`config.mk`:
```
export PLATFORM = sky130hd
export DESIGN_NAME = data_sampler_mv
export DESIGN_NICKNAME = d
export VERILOG_FILES = /design/src/rtl/uart_rx_pkg.sv /design/src/rtl/sample_window.sv /design/src/rtl/data_sampler_mv.sv
export SDC_FILE = /design/constraint.sdc
export NUM_CORES = 1
export LEC_CHECK = 0
export CAP_MARGIN = 20
export CORE_MARGIN = 4
export CORE_UTILIZATION = 46
export DETAILED_ROUTE_END_ITERATION = 10
export PLACE_DENSITY_LB_ADDON = 0.15
export SLEW_MARGIN = 0
export SYNTH_ARGS = -nofsm -noshare
export SYNTH_HDL_FRONTEND = slang
export SYNTH_SLANG_ARGS = --single-unit
```
`constraint.sdc`:
```
create_clock -name CLK -period 3.92 [get_ports CLK]
set_input_delay 0.784 -clock CLK [delete_from_list [all_inputs] [get_ports CLK]]
set_output_delay 0.784 -clock CLK [all_outputs]
set_load 0.02 [all_outputs]
```
`src/rtl/uart_rx_pkg.sv`:
```
// Shared constants and width helper for the UART receive path.
package uart_rx_pkg;

    localparam logic IDLE_LEVEL   = 1'b1;
    localparam int   SAMPLES_MAX  = 7;
    localparam int   PRESCALE_MIN = 4;

    function automatic int calc_pw(input int prescale_max);
        return $clog2(prescale_max) + 1;
    endfunction

endpackage

```
`src/rtl/sample_window.sv`:
```
// Combinational vote window around the bit centre; collapses to a single
// centre vote when the full window does not fit inside the prescale.
module sample_window #(
    parameter int PW      = 6,
    parameter int SAMPLES = 3
) (
    input  logic [PW-1:0] prescale_i,
    output logic [PW-1:0] lo_o,
    output logic [PW-1:0] hi_o,
    output logic          cfg_err_o
);

    localparam logic [PW-1:0] HALF    = PW'((SAMPLES - 1) / 2);
    localparam logic [PW-1:0] HALF_P1 = PW'((SAMPLES + 1) / 2);

    logic [PW-1:0] mid;
    logic [PW-1:0] lo_raw;
    logic [PW-1:0] hi_raw;

    assign mid    = prescale_i >> 1;
    assign lo_raw = mid - HALF;
    assign hi_raw = mid + HALF;

    // lo < 1 tested as mid < h+1 so the subtraction never has to go negative
    assign cfg_err_o = (mid < HALF_P1) || (hi_raw >= prescale_i);
    assign lo_o      = cfg_err_o ? mid : lo_raw;
    assign hi_o      = cfg_err_o ? mid : hi_raw;

endmodule

```
`src/rtl/data_sampler_mv.sv`:
```
// Majority-vote bit sampler: accumulates votes across a window centred on
// the bit and emits a one-cycle strobe with the decided bit and noise flag.
module data_sampler_mv
    import uart_rx_pkg::*;
#(
    parameter  int PRESCALE_MAX = 32,
    parameter  int SAMPLES      = 3,
    localparam int PW           = calc_pw(PRESCALE_MAX),
    localparam int CW           = $clog2(SAMPLES + 1)
) (
    input  logic          CLK,
    input  logic          RST,
    input  logic          data_samp_en,
    input  logic          RX_IN,
    input  logic [PW-1:0] prescale,
    input  logic [PW-1:0] edge_cnt,
    output logic          sampled_bit,
    output logic          sample_valid,
    output logic          noise_err,
    output logic          cfg_err,
    output logic [CW-1:0] ones_cnt
);

    localparam logic [CW-1:0] SAMPLES_C = CW'(SAMPLES);

    logic [PW-1:0] win_lo;
    logic [PW-1:0] win_hi;
    logic          cfg_now;
    logic [CW-1:0] eff_votes;
    logic [CW:0]   ones_total;
    logic          in_window;
    logic          final_vote;

    logic          sampled_bit_q, sampled_bit_d;
    logic          sample_valid_q, sample_valid_d;
    logic          noise_err_q, noise_err_d;
    logic          cfg_err_q, cfg_err_d;
    logic [CW-1:0] ones_q, ones_d;
    logic [CW-1:0] votes_q, votes_d;

    sample_window #(
        .PW      (PW),
        .SAMPLES (SAMPLES)
    ) u_window (
        .prescale_i (prescale),
        .lo_o       (win_lo),
        .hi_o       (win_hi),
        .cfg_err_o  (cfg_now)
    );

    assign eff_votes  = cfg_now ? CW'(1) : SAMPLES_C;
    assign ones_total = {1'b0, ones_q} + (CW + 1)'(RX_IN);
    assign in_window  = data_samp_en && (edge_cnt >= win_lo) && (edge_cnt <= win_hi);
    // A stalled edge counter must not produce two strobes in a row
    assign final_vote = data_samp_en && (edge_cnt == win_hi) && !sample_valid_q;

    always_comb begin
        sampled_bit_d  = sampled_bit_q;
        sample_valid_d = 1'b0;
        noise_err_d    = noise_err_q;
        cfg_err_d      = cfg_now;
        ones_d         = ones_q;
        votes_d        = votes_q;

        if (!data_samp_en) begin
            ones_d  = '0;
            votes_d = '0;
        end else if (final_vote) begin
            sampled_bit_d  = ones_total > {2'b00, eff_votes[CW-1:1]};
            noise_err_d    = (ones_total != '0) && (ones_total != {1'b0, eff_votes});
            sample_valid_d = 1'b1;
            ones_d         = '0;
            votes_d        = '0;
        end else if (edge_cnt == '0) begin
            ones_d  = '0;
            votes_d = '0;
        end else if (in_window) begin
            if (ones_q != SAMPLES_C) ones_d = ones_q + CW'(RX_IN);
            if (votes_q != SAMPLES_C) votes_d = votes_q + CW'(1);
        end
    end

    always_ff @(posedge CLK) begin
        if (!RST) begin
            sampled_bit_q  <= IDLE_LEVEL;
            sample_valid_q <= 1'b0;
            noise_err_q    <= 1'b0;
            cfg_err_q      <= 1'b0;
            ones_q         <= '0;
            votes_q        <= '0;
        end else begin
            sampled_bit_q  <= sampled_bit_d;
            sample_valid_q <= sample_valid_d;
            noise_err_q    <= noise_err_d;
            cfg_err_q      <= cfg_err_d;
            ones_q         <= ones_d;
            votes_q        <= votes_d;
        end
    end

    assign sampled_bit  = sampled_bit_q;
    assign sample_valid = sample_valid_q;
    assign noise_err    = noise_err_q;
    assign cfg_err      = cfg_err_q;
    assign ones_cnt     = ones_q;

endmodule

```
==> flow_metrics.tcl, run 1 <==
set metrics [dict create \
    area_growth_pct 48.0 \
    first_global_vias 1121 \
    placed_cells 193 \
    drtIter0Drc 11 \
    critical_path_arrival_ps 3940 \
    p_leak_nw 0.696 \
    die_w_um 55.5 \
    place.gp.congestion 0.814 \
    crit_buf_inv 1 \
    synth_warnings 0 \
    fp.coreArea_mm2 0.00204 \
    finalWirelength_um 2930 \
    cts_inserted_buffers 3 \
    synth_flop_cell "dfxtp_1" \
    overflow 0 \
    yosysTopAreaCell "ha_1" \
    drc 0 \
    drv_cap 0 \
    start_util_pct 50.9 \
    hpwl_um 2230 \
    min_period_over_period_pct 96.1 \
    gr-usage-all-layers_pct 18.9 \
    hold_path_class "reg2reg" \
    worst_r2r_startpoint "ones_cnt[0]" \
    first_pass_iters 4 \
    path_clk_slew_ps 50 \
    cts_max_path_buffers 2 \
    required_ps 4090 \
    ys_top_cells_by_area "ha_1 24%, dfxtp_1 12%, xnor2_1 3.4%, xor2_1 3.4%, inv_1 3.3%" \
    htreeDepth 1 \
    synth.most_common_cell "ha_1" \
    fp-row-count 16 \
    critPathLaunchType "input port" \
    grt_max_degree 13 \
    vdd.ir_drop.worst_v 0.000124 \
    max_stage_delay_ps 570 \
    detail_route.vias_per_cell 5.60 \
    crit_top_cell "and3_4" \
    syn_area_mm2 0.00104 \
    hold_buffers 0 \
    via_count 1115 \
    rr_endpoint "sampled_bit" \
    crit_end "ones_cnt[0]" \
    clock_skew_ps 4.03 \
    drive_gt1_share_pct 28.5 \
    r2r_slack_ps 2330 \
    final_core_util_pct 75.2 \
    die_h_um 55.5 \
    num_antenna_cells 0 \
    cts_sinks 6 \
    critPathKind "in2reg" \
    slew_viol_final 0 \
    status "finished, final reports clean" \
    root_buffer "clkbuf_4" \
    grt_pass1_wl_um 4800 \
    stdcell_count 199 \
    timing.final.crit_period_ps 3770 \
    synth_edf_count 0 \
    port_buffers 21 \
    yosys.area.top_type_share_pct 24.1 \
    ys_types 47 \
    cp-end-kind "flop" \
    max_clock_freq_ghz 0.265 \
    rsz0062_at_grt "no" \
    hold_violations 0 \
    worstSkewPairLatency_ps 240 \
    cp_top_family "simple AND/OR/NAND/NOR gates" \
    nets 210 \
    crit_chain "clkbuf_2, and3_4, and3_4, ha_4, nand2b_1, mux2_4, a221o_1, nor3b_2, xnor2_1, ha_1, nand2_2, or4b_4, a31oi_4, o31ai_1, a21boi_1" \
    antenna_left 0 \
    setup_viol 0 \
    pin_count 22 \
    synthArstFlopShare_pct 0 \
    critPathLaunch "prescale[2]" \
    netlist_instances 127 \
    synth_seq_cells 6 \
    antenna_found_initial 0 \
    slowest_stage "or4b_4" \
    reg2regPathDepth 5 \
    avgRoutedWirePerCell_um 14.7 \
    worstPathMaxFanout 4 \
    path_depth 15 \
    synth_common_cells "20 x ha_1, 9 x inv_1, 8 x nand2_1" \
    seq_area_frac_synth_pct 11.6 \
    synth_area_per_cell_um2 8.18 \
    powerDensity_mw_per_mm2 182 \
    die-area_mm2 0.00308 \
    synth_fp_nets 163 \
    cts_tree "built" \
]
==> cell type report <==
type,count,area [um2]
flip-flops and latches,6,120
clock buffers,3,22.5
inverters,10,37.5
fillers,170,505
repair buffers,46,388
multi-input cells,107,935
well taps,27,33.8
==> placed cells by master, fill, tap and decap left out, drive strengths merged, types with 6 or more instances in the layout <==
master	count
nand3	6
buf	25
dfxtp	6
clkdlybuf4s50	16
inv	10
ha	20
clkbuf	6
nand2	9
==> metrics by stage <==
step	TNS [ps]	cell area, um2	hold slack (ps)	total power, mW	worst slack (ps)
after global placement	-960	1420	452	0.200	-293
after floorplan	0	1040	545	0.145	33.6
final	0	1540	468	0.280	152
after CTS	0	1490	474	0.267	61.4
after global routing	0	1540	497	0.301	30.4
after detailed placement	-1410	1420	464	0.204	-430
==> tightest hold or removal path, delay by kind of cell (launching register included) <==
kind / cells / cell delay [ps]
flops: 1 / 320
simple gates: 2 / 110
==> cells by family (layout without fill, tap and decap cells) <==
logic type | count (synthesis) | count (layout) | synth area share (%)
mux | 3 | 3 | 3.13
fa+ha+maj | 20 | 20 | 24.1
buf+inv | 14 | 59 | 6.75
flops | 6 | 6 | 11.6
compound gates | 29 | 29 | 21.8
other cells | 1 | 1 | 0.361
xor+xnor | 8 | 8 | 6.75
simple gates | 46 | 46 | 25.5
==> routing by layer <==
metal  global-route usage (%)  wire, um
met4                     12.5       152
met1                     22.1      1240
met5                        0         0
met2                     32.1      1430
met3                     2.10       101
==> registers in the layout (all words and copies together) (netlist names) <==
register      cells
sampled_bit       1
sample_valid      1
ones_cnt          2
cfg_err           1
noise_err         1
==> worst min path at each step <==
stage,startpoint,endpoint,cells after the start
3_3_place_gp,sampled_bit,sampled_bit,2
2_1_floorplan,sampled_bit,sampled_bit,2
6_report,sampled_bit,sampled_bit,2
4_1_cts,sampled_bit,sampled_bit,2
3_5_place_dp,sampled_bit,sampled_bit,2
5_1_grt,sampled_bit,sampled_bit,2
==> power breakdown <==
part           internal, mW  switching (mW)  total [mW]
logic                0.0829          0.0770       0.160
clock network        0.0346          0.0225      0.0571
registers            0.0626        0.000567      0.0632
==> what timing repair did <==
| item | in CTS | in global routing |
|---|---|---|
| pin swaps | 6 | 8 |
| endpoints found under the setup margin | 3 | 4 |
| buffers inserted | 0 | 3 |
| gates resized for setup | 14 | 15 |
Power figures use the tool's default switching activity.
==> run 2: changes to the inputs <==
- ABC_AREA: default -> 1
- RECOVER_POWER: default -> 100
==> run 2 against run 1 <==
Against the previous run: sequential power increased by 2%; first-iteration DRC count increased by 91%; synthesized cell count increased by 24%; synthesized area increased by 0.96%; non-clock buffer count decreased by 11; wire length decreased by 20%; core utilization decreased by 12 points; die area increased by 0.81%.
==> flow_metrics.tcl, run 2 <==
set metrics [dict create \
    status "finished, final reports clean" \
    num-fill-cells 216 \
    ys_types 27 \
    final_common_cell "nand2_1" \
    synth_warnings 0 \
    antenna_left 0 \
    drv_cap 0 \
    gr-usage-all-layers_pct 15.7 \
    yosysTopAreaCell "ha_1" \
    die_w_um 55.7 \
    setup_viol 0 \
    synth-compound-area-share_pct 15.9 \
    path_clk_slew_ps 50 \
    netlist_instances 158 \
    worstPathMaxFanout 10 \
    synthSimpleGateAreaFrac_pct 30.1 \
    max_stage_delay_ps 520 \
    ys_top_cells_by_area "ha_1 24%, dfxtp_1 11%, nand2_1 10%, nand3_1 7.2%, inv_1 6.8%" \
    drive_gt1_share_pct 16.7 \
    crit_top_cell "nand2_1" \
    final_cell_mix "29 x nand2_1, 20 x ha_1, 19 x inv_1" \
    pin_count 22 \
    hold_path_class "reg2reg" \
    vdd.ir_drop.worst_v 0.000154 \
    num_antenna_cells 0 \
    nets 230 \
    syn_area_mm2 0.00105 \
    drc 0 \
    crit_buf_inv 4 \
    hpwl_um 2050 \
    synth_top_family_by_area "simple AND/OR/NAND/NOR gates" \
    synth_seq_cells 6 \
    crit_chain "clkdlybuf4s50_1, nand4_2, nor2_2, ha_1, a31o_1, nor2_1, nand2_1, inv_2, nand2_4, inv_4, nand2_1, xor2_1, inv_1, ha_1, nand2_1, nor2_1, o21ai_0, o211ai_1, nand3_1, o21ai_1, a21oi_1" \
    holdWs_ps 475 \
    place.gp.congestion 0.809 \
    start_util_pct 47.9 \
    critPathKind "in2reg" \
    avgRoutedWirePerCell_um 10.6 \
    finalWirelength_um 2330 \
    seq_area_frac_synth_pct 11.5 \
    cp-end-kind "flop" \
    worstSkewPairLatency_ps 250 \
    clock_skew_ps 3.22 \
    synth_area_per_cell_um2 6.64 \
    fin_ws_ps 329 \
    first_pass_iters 4 \
    grt_max_degree 11 \
    fp.coreArea_mm2 0.00219 \
    synth_adder_area_share_pct 23.9 \
    cp_top_family "simple AND/OR/NAND/NOR gates" \
    drtIter0Drc 21 \
    synth_edf_count 0 \
    synth_common_cells "29 x nand2_1, 20 x ha_1, 19 x inv_1" \
    timing.final.crit_period_ps 3590 \
    largest_reg_flops 2 \
    synthArstFlopShare_pct 0 \
    place_ws_ps -44.0 \
    critical_path_arrival_ps 3730 \
    synth.most_common_cell "nand2_1" \
    first_global_vias 1058 \
    max_clock_freq_ghz 0.279 \
    synthXorXnorAreaFrac_pct 4.89 \
    p_leak_nw 0.710 \
    synth_flop_cell "dfxtp_1" \
    cts_sinks 6 \
    yosys.area.top_type_share_pct 23.9 \
    required_ps 4060 \
    antenna_found_initial 0 \
    hold_buffers 0 \
    via_count 1089 \
    area_growth_pct 32.1 \
    slew_viol_final 0 \
    critPathLaunchType "input port" \
    overflow 0 \
    root_buffer "clkbuf_4" \
    multi_input_area_um2 790 \
    fp-row-count 17 \
    grt_pass1_wl_um 4100 \
    die_h_um 55.7 \
    htreeDepth 1 \
    synth_fp_nets 194 \
    cts_max_path_buffers 2 \
    cts_inserted_buffers 3 \
    hold_violations 0 \
    slowest_stage "clkdlybuf4s50_1" \
    port_buffers 21 \
    cts_tree "built" \
    min_period_over_period_pct 91.6 \
    detail_route.vias_per_cell 4.95 \
    powerDensity_mw_per_mm2 199 \
    die-area_mm2 0.00311 \
    muxShareOfSynthArea_pct 0 \
    rsz0062_at_grt "no" \
    regArea_um2 120 \
]
[run 2: layout make-up]
class / count / area share, %
inverter: 26 / 7.41
multi-input combinational: 122 / 57.0
clock buffer: 3 / 1.63
timing repair buffer: 35 / 22.8
sequential: 6 / 8.67
tap: 28 / 2.53
[run 2: final timing paths]
kind,end,slack (ps),start,depth (start not counted)
max,ones_cnt[0],330,prescale[2],21
min,sampled_bit,470,sampled_bit,2
max reg2reg,sampled_bit,2490,ones_cnt[0],7
min reg2reg,sampled_bit,470,sampled_bit,2
[run 2: metrics by stage]
step / TNS [ps] / power, mW / utilization [%] / area (um2) / instances
after detailed placement: -84.2 / 0.216 / 62.0 / 1360 / 217
final: 0 / 0.275 / 63.2 / 1390 / 220
after global placement: 0 / 0.210 / 62.0 / 1360 / 217
after floorplan: 0 / 0.163 / - / 1050 / 158
after global routing: 0 / 0.301 / 63.2 / 1390 / 220
after CTS: 0 / 0.277 / 63.0 / 1380 / 220
[run 2: kinds of logic after synthesis]
| kind of cell | Yosys count |
|---|---|
| compound gates | 30 |
| fa+ha+maj | 20 |
| other cells | 1 |
| xor+xnor | 5 |
| buf+inv | 30 |
| flops | 6 |
| simple gates | 66 |
[run 2: repair_timing]
| action | in CTS | in global routing |
|---|---|---|
| resized for setup | 0 | 5 |
| setup buffers | 0 | 0 |
| endpoints found under the setup margin | 0 | 3 |
[run 2: power breakdown]
part           total (mW)  internal (mW)  switching (mW)
logic               0.151         0.0709          0.0797
registers          0.0643         0.0632         0.00102
clock network      0.0606         0.0349          0.0257
total               0.275          0.169           0.106
[run 2: tightest hold or removal path, delay by kind of cell (launching register included)]
family | cells | cell delay (ps)
DFF | 1 | 320
AOI/OAI and AO/OA | 1 | 70
and+or+nand+nor | 1 | 50
[run 2: per-layer routing]
layer  vias up  GRT usage (%)  part of all wire [%]
met3         2           4.64                   4.9
met5         -              0                     0
met4         0           2.08                  0.43
li1        597              -                     -
met1       470           18.4                    46
met2        20           28.7                    49
==> edit 1 (flow settings as in run 1) <==
`SAMPLES` is set to 3 in 2 places; all go to 6.
--- a/src/rtl/sample_window.sv
+++ b/src/rtl/sample_window.sv
@@ -3,5 +3,5 @@
 module sample_window #(
     parameter int PW      = 6,
-    parameter int SAMPLES = 3
+    parameter int SAMPLES = 6
 ) (
     input  logic [PW-1:0] prescale_i,
--- a/src/rtl/data_sampler_mv.sv
+++ b/src/rtl/data_sampler_mv.sv
@@ -5,5 +5,5 @@
 #(
     parameter  int PRESCALE_MAX = 32,
-    parameter  int SAMPLES      = 3,
+    parameter  int SAMPLES      = 6,
     localparam int PW           = calc_pw(PRESCALE_MAX),
     localparam int CW           = $clog2(SAMPLES + 1)
Ports: changed (resized ones_cnt); port bits go from 22 to 23. The function was not compared with the original's and may differ.
==> edit 1 against run 1 <==
- maximum frequency is 2.4% higher
- total power is 9.7% higher
- routed wire length is 7.2% lower
- sequential cell count is 1 higher
- highest routed layer unchanged
- area after synthesis is 4.6% lower
- count of clock-buffer cells in the layout is 1 higher
- largest power group unchanged
- design area is 3.1% lower
- worst setup slack better by 89 ps
==> edit 1: results (changes against run 1) <==
Status
  • Status: finished clean

Yosys
  • Register area share after synthesis: 0.141 (+0.0258)
  • Post-Synth Adder-Cell Area: 0.290 (+0.0494)
  • Mux cell area share after synthesis: 0.0417 (+0.0103)
  • Synth Area in Compound Gates: 0.178 (-0.0400)
  • Top_reg_cell synth: dfxtp_1
  • Asr flop ratio synth: 0 (unchanged)
  • Post-Synth XOR/XNOR Area: 0.0884 (+0.0209)
  • Netlist cell types: 36 (-23%)
  • Post-synth top cells: ha_1 (23), nand2_1 (14), inv_1 (13)
  • Main area contributors after synthesis: ha_1 (29%), dfxtp_1 (14%), xnor2_1 (8.0%), nand2_1 (5.3%), inv_1 (4.9%)
  • Syn_nets: 161 (-1.2%)

Drt
  • Detail-routed via count per cell: 5.34 (-4.8%)
  • Number of DRC markers in iteration 0: 22 (+11)
  • Met2 wire length: 1.35 mm (-5.8%)
  • Met3 routed WL: 90 µm (-11%)
  • Pre-antenna DRT Iters: 3 (-1)
  • Uppermost layer routed: met4
  • Avg WL per Cell: 14.1 µm (-4.3%)
  • DRT met1 WL: 1.21 mm (-2.2%)

Worst setup path
  • Crit-path max FO: 5 (+1)
  • Worst EP arrival: 3870 ps (-70 ps)
  • CP peak stage delay: 530 ps (-40 ps)
  • Top cell family by delay on the critical path: compound AO/OA/AOI/OAI gates
  • Slowest-stage cell, CP: clkdlybuf4s50_1

Global route
  • First-pass GRT wire length: 4.42 mm (-7.8%)
  • Grt total ovfl: 0 (unchanged)
  • Pin count of the biggest net entering global routing: 9 (-4)
  • Initial antenna violation count: 0 (unchanged)
  • Total track usage: 0.212 (+0.0225)
  • Vias in the first global route: 1008 (-10%)

Power and ir drop
  • Leak: 0.689 nW (-1.1%)
  • Maximum vdd ir drop: 163 µV (+31%)
  • Sw Share: 0.360 (+0.00311)

Place
  • Setup WS pre-CTS: -396 ps (+34.4 ps)
  • Dpl hpwl: 2.18 mm (-2.4%)
  • GP Congestion: 0.860 (+5.6%)
  • Port Buffers: 22 (+4.8%)
  • Placed cell area: 1350 µm² (-4.7%)

Clock network
  • Clock root buffer master: clkbuf_4
  • H-tree depth: 1 (unchanged)
  • TritonCTS buffer count: 3 (unchanged)
  • Later-pin clock latency in the skew report: 260 ps (+20 ps)
  • Worst-path clk slew: 60 ps

Timing
  • Slew headroom: 0.645
  • Pins Over Slew Limit: 0 (unchanged)
  • Worst-case clock skew: 3.78 ps (-0.258 ps)

Cells and area
  • Nets: 206 (-1.9%)
  • Layout cells sized above 1: 0.229 (-0.0560)
  • Flip-flop count of the largest register after layout: 3 (+1)
  • Layout fillers: 145 (-15%)
edit 1: cell count changes after synthesis, sizes merged, moves of 3 or more:
| cell | change |
|---|---|
| o21ai | -3 |
| ha | +3 |
| nand2 | +5 |
| a21oi | +4 |
| xnor2 | +5 |
| inv | +4 |
| nand3 | -4 |
| xor2 | -3 |
edit 1: stage by stage:
stage                     cells  setup TNS, ps
after floorplan             122              0
after global placement      185           -679
after detailed placement    185          -1420
after CTS                   192              0
after global routing        193              0
final                       193              0
edit 1: routing by layer:
layer,global-route usage,vias up
li1,-,523
met1,0.249,478
met2,0.375,21
met3,0.0518,8
met4,0.0622,0
met5,0,-
edit 1: final timing paths:
check	cells after the start	startpoint	end	slack, ps
max	14	prescale[1]	ones_cnt[2]	240
min	2	sampled_bit	sampled_bit	500
max reg2reg	7	ones_cnt[0]	noise_err	2080
min reg2reg	2	sampled_bit	sampled_bit	500
edit 1: cells by family after synthesis:
kind of cell / after synthesis
buffers and inverters: 16
AO/OA/AOI/OAI: 25
AND/OR/NAND/NOR: 37
adder cells (fa/ha/maj): 23
multiplexers: 4
flip-flops: 7
XOR/XNOR: 10
edit 1: layout make-up:
type                    instances  area, µm²  area share
repair buffers                 42        385       0.259
clock buffers                   4       26.3      0.0176
inverters                      14       52.6      0.0353
flip-flops and latches          7        140      0.0941
multi-input cells              99        851       0.571
well taps                      27       33.8      0.0227
edit 1: power groups by stage:
stage	sequential [mW]	clock, mW	combinational, mW
after CTS	0.0735	0.0718	0.156
final	0.0735	0.0699	0.164
after global placement	0.0749	0	0.136
after global routing	0.0736	0.0774	0.183
after floorplan	0.0770	0	0.0831
after detailed placement	0.0750	0	0.143
edit 1: repair_timing:
item                       in CTS  in global routing
buffers inserted                3                  1
pin swaps                       9                  4
gates resized for setup         8                 11
setup endpoints to repair       4                  5
==> edit 2 (settings of run 1) <==
Without the edit above. Reset style: asynchronous (`RST`), changed in one clocked block.
--- a/src/rtl/data_sampler_mv.sv
+++ b/src/rtl/data_sampler_mv.sv
@@ -81,5 +81,5 @@
     end
 
-    always_ff @(posedge CLK) begin
+    always_ff @(posedge CLK or negedge RST) begin
         if (!RST) begin
             sampled_bit_q  <= IDLE_LEVEL;
Formal check against the unedited RTL: differs if RST is asserted again (counterexample within 4 cycles, from zero or initial values and one cycle with RST low); with RST held inactive, the same outputs for 10 cycles.
==> edit 2 against run 1 <==
- area after synthesis is 6.9% lower
- largest power group unchanged
- sequential cell count stayed put
- worst setup slack worse by 58 ps
- critical path depth stayed put
- first-iteration DRC count is 82% higher
- worst hold slack better by 100 ps
- total power is 39% higher
- die area is 5.9% lower
- clock power is 22% higher
- routed wire length is 2.5% higher
- design area is 3.3% higher
- largest cell class unchanged
==> edit 2: results (changes against run 1) <==
Drt
  • DRT met1 WL: 1.24 mm (-0.24%)
  • Avg WL per Cell: 15.4 µm (+4.6%)
  • Number of DRC markers in iteration 0: 20 (+9)
  • Detail-routed via count per cell: 5.27 (-5.9%)
  • Met3 routed WL: 114 µm (+13%)
  • Uppermost layer routed: met4
  • Pre-antenna DRT Iters: 4 (unchanged)
  • Met2 wire length: 1.55 mm (+8.4%)

Yosys
  • Synthesis warning total: 0 (unchanged)
  • Netlist cell types: 37 (-21%)
  • Post-synth top cells: ha_1 (22), inv_1 (13), xnor2_1 (10)
  • Main area contributors after synthesis: ha_1 (28%), dfrtp_1 (13%), xnor2_1 (9.1%), inv_1 (5.0%), nor2_1 (3.5%)
  • Register area share after synthesis: 0.157 (+0.0409)
  • Asr flop ratio synth: 1.00 (+1.00)
  • Top_reg_cell synth: dfrtp_1
  • Syn_nets: 152 (-6.7%)

Place
  • Dpl hpwl: 1.98 mm (-11%)
  • Port Buffers: 21 (unchanged)
  • GP Congestion: 0.854 (+4.9%)
  • Setup WS pre-CTS: -507 ps (-77.0 ps)

Clock network
  • H-tree depth: 1 (unchanged)
  • TritonCTS buffer count: 3 (unchanged)
  • Worst-path clk slew: 60 ps
  • Clock root buffer master: clkbuf_4
  • Later-pin clock latency in the skew report: 260 ps (+20 ps)

Global route
  • Vias in the first global route: 986 (-12%)
  • Met2 usage: 0.357 (+0.0359)
  • Total track usage: 0.202 (+0.0132)
  • GR met1 Demand/Resource: 0.230 (+0.00903)
  • GRT met3 Usage: 0.0499 (+0.0289)
  • First-pass GRT wire length: 4.22 mm (-12%)
  • Pin count of the biggest net entering global routing: 7 (-6)
  • Initial antenna violation count: 0 (unchanged)

Power and ir drop
  • Maximum vdd ir drop: 236 µV (+90%)
  • Leak: 0.747 nW (+7.3%)

Worst setup path
  • Crit-path max FO: 6 (+2)
  • Flop2flop setup slack: 2310 ps (-20 ps)
  • Slowest-stage cell, CP: a311oi_2
  • CP peak stage delay: 330 ps (-240 ps)
  • Crit path from: prescale[3]
  • R2R depth: 6 (+1)
  • Worst setup path end: ones_cnt[0]
  • Top cell family by delay on the critical path: compound AO/OA/AOI/OAI gates
  • RR Startpoint: ones_cnt[0]
  • Reg2Reg Capture Point: sampled_bit
  • Worst EP arrival: 3970 ps (+30 ps)

Cells and area
  • Antenna Cells: 0 (unchanged)
  • Nets: 207 (-1.4%)
  • Layout cells sized above 1: 0.333 (+0.0484)
  • Layout fillers: 123 (-28%)
  • Flip-flop count of the largest register after layout: 2 (unchanged)

Hold path
  • Worst Hold End: noise_err
  • Hold Crit Class: reg2reg
  • HP Start: noise_err

Timing
  • Worst-case clock skew: 5.21 ps (+1.18 ps)
  • Final setup fails: 0 (unchanged)
  • Hold WS: 571 ps (+103 ps)
  • Period utilization: 0.976 (+0.0147)

Status
  • Status: finished clean
-- edit 2: cell types whose count changed in the layout (fill, tap and decap cells not counted), sizes merged, moves of 3 or more --
cell / change
nor2: +4
xnor2: +6
buf: +6
nand2: -4
dfxtp: -6
inv: +5
dfrtp: +5
nand3: -3
xor2: -3
-- edit 2: layout make-up --
cell class                      instances  area (µm²)  share of cell area
Multi-Input combinational cell         91         875               0.551
Clock buffer                            4        26.3              0.0165
Inverter                               15        56.3              0.0355
Tap cell                               27        33.8              0.0213
Sequential cell                         6         151              0.0954
Timing Repair Buffer                   52         445               0.281
-- edit 2: logic make-up (layout without fill, tap and decap cells) --
| kind of cell | Yosys count | after routing | share of synthesized area |
|---|---|---|---|
| AO/OA/AOI/OAI | 23 | 23 | 0.179 |
| XOR/XNOR | 11 | 11 | 0.0996 |
| adder cells (fa/ha/maj) | 22 | 22 | 0.285 |
| buffers and inverters | 17 | 71 | 0.0750 |
| flip-flops | 6 | 6 | 0.157 |
| multiplexers | 3 | 3 | 0.0323 |
| other | 1 | 1 | 0.00388 |
| AND/OR/NAND/NOR | 31 | 31 | 0.169 |
-- edit 2: metrics by stage --
step                cells  setup TNS, ps  cell area (µm²)  utilization
floorplan             114              0              967            -
global placement      184          -1360             1380        0.694
detailed placement    184          -1720             1380        0.694
CTS                   191              0             1470        0.740
global route          195           -231             1590        0.801
finish                195              0             1590        0.801
-- edit 2: repair_timing --
action,4_1_cts,5_1_grt
buffers inserted,3,4
gates resized for setup,12,19
endpoints found under the setup margin,4,4
pin swaps,12,14
-- edit 2: power breakdown --
| group | switching (mW) | internal, mW | leakage (nW) |
|---|---|---|---|
| sequential | 0.00641 | 0.0748 | 0.0775 |
| combinational | 0.113 | 0.125 | 0.654 |
| clock | 0.0308 | 0.0391 | 0.0150 |
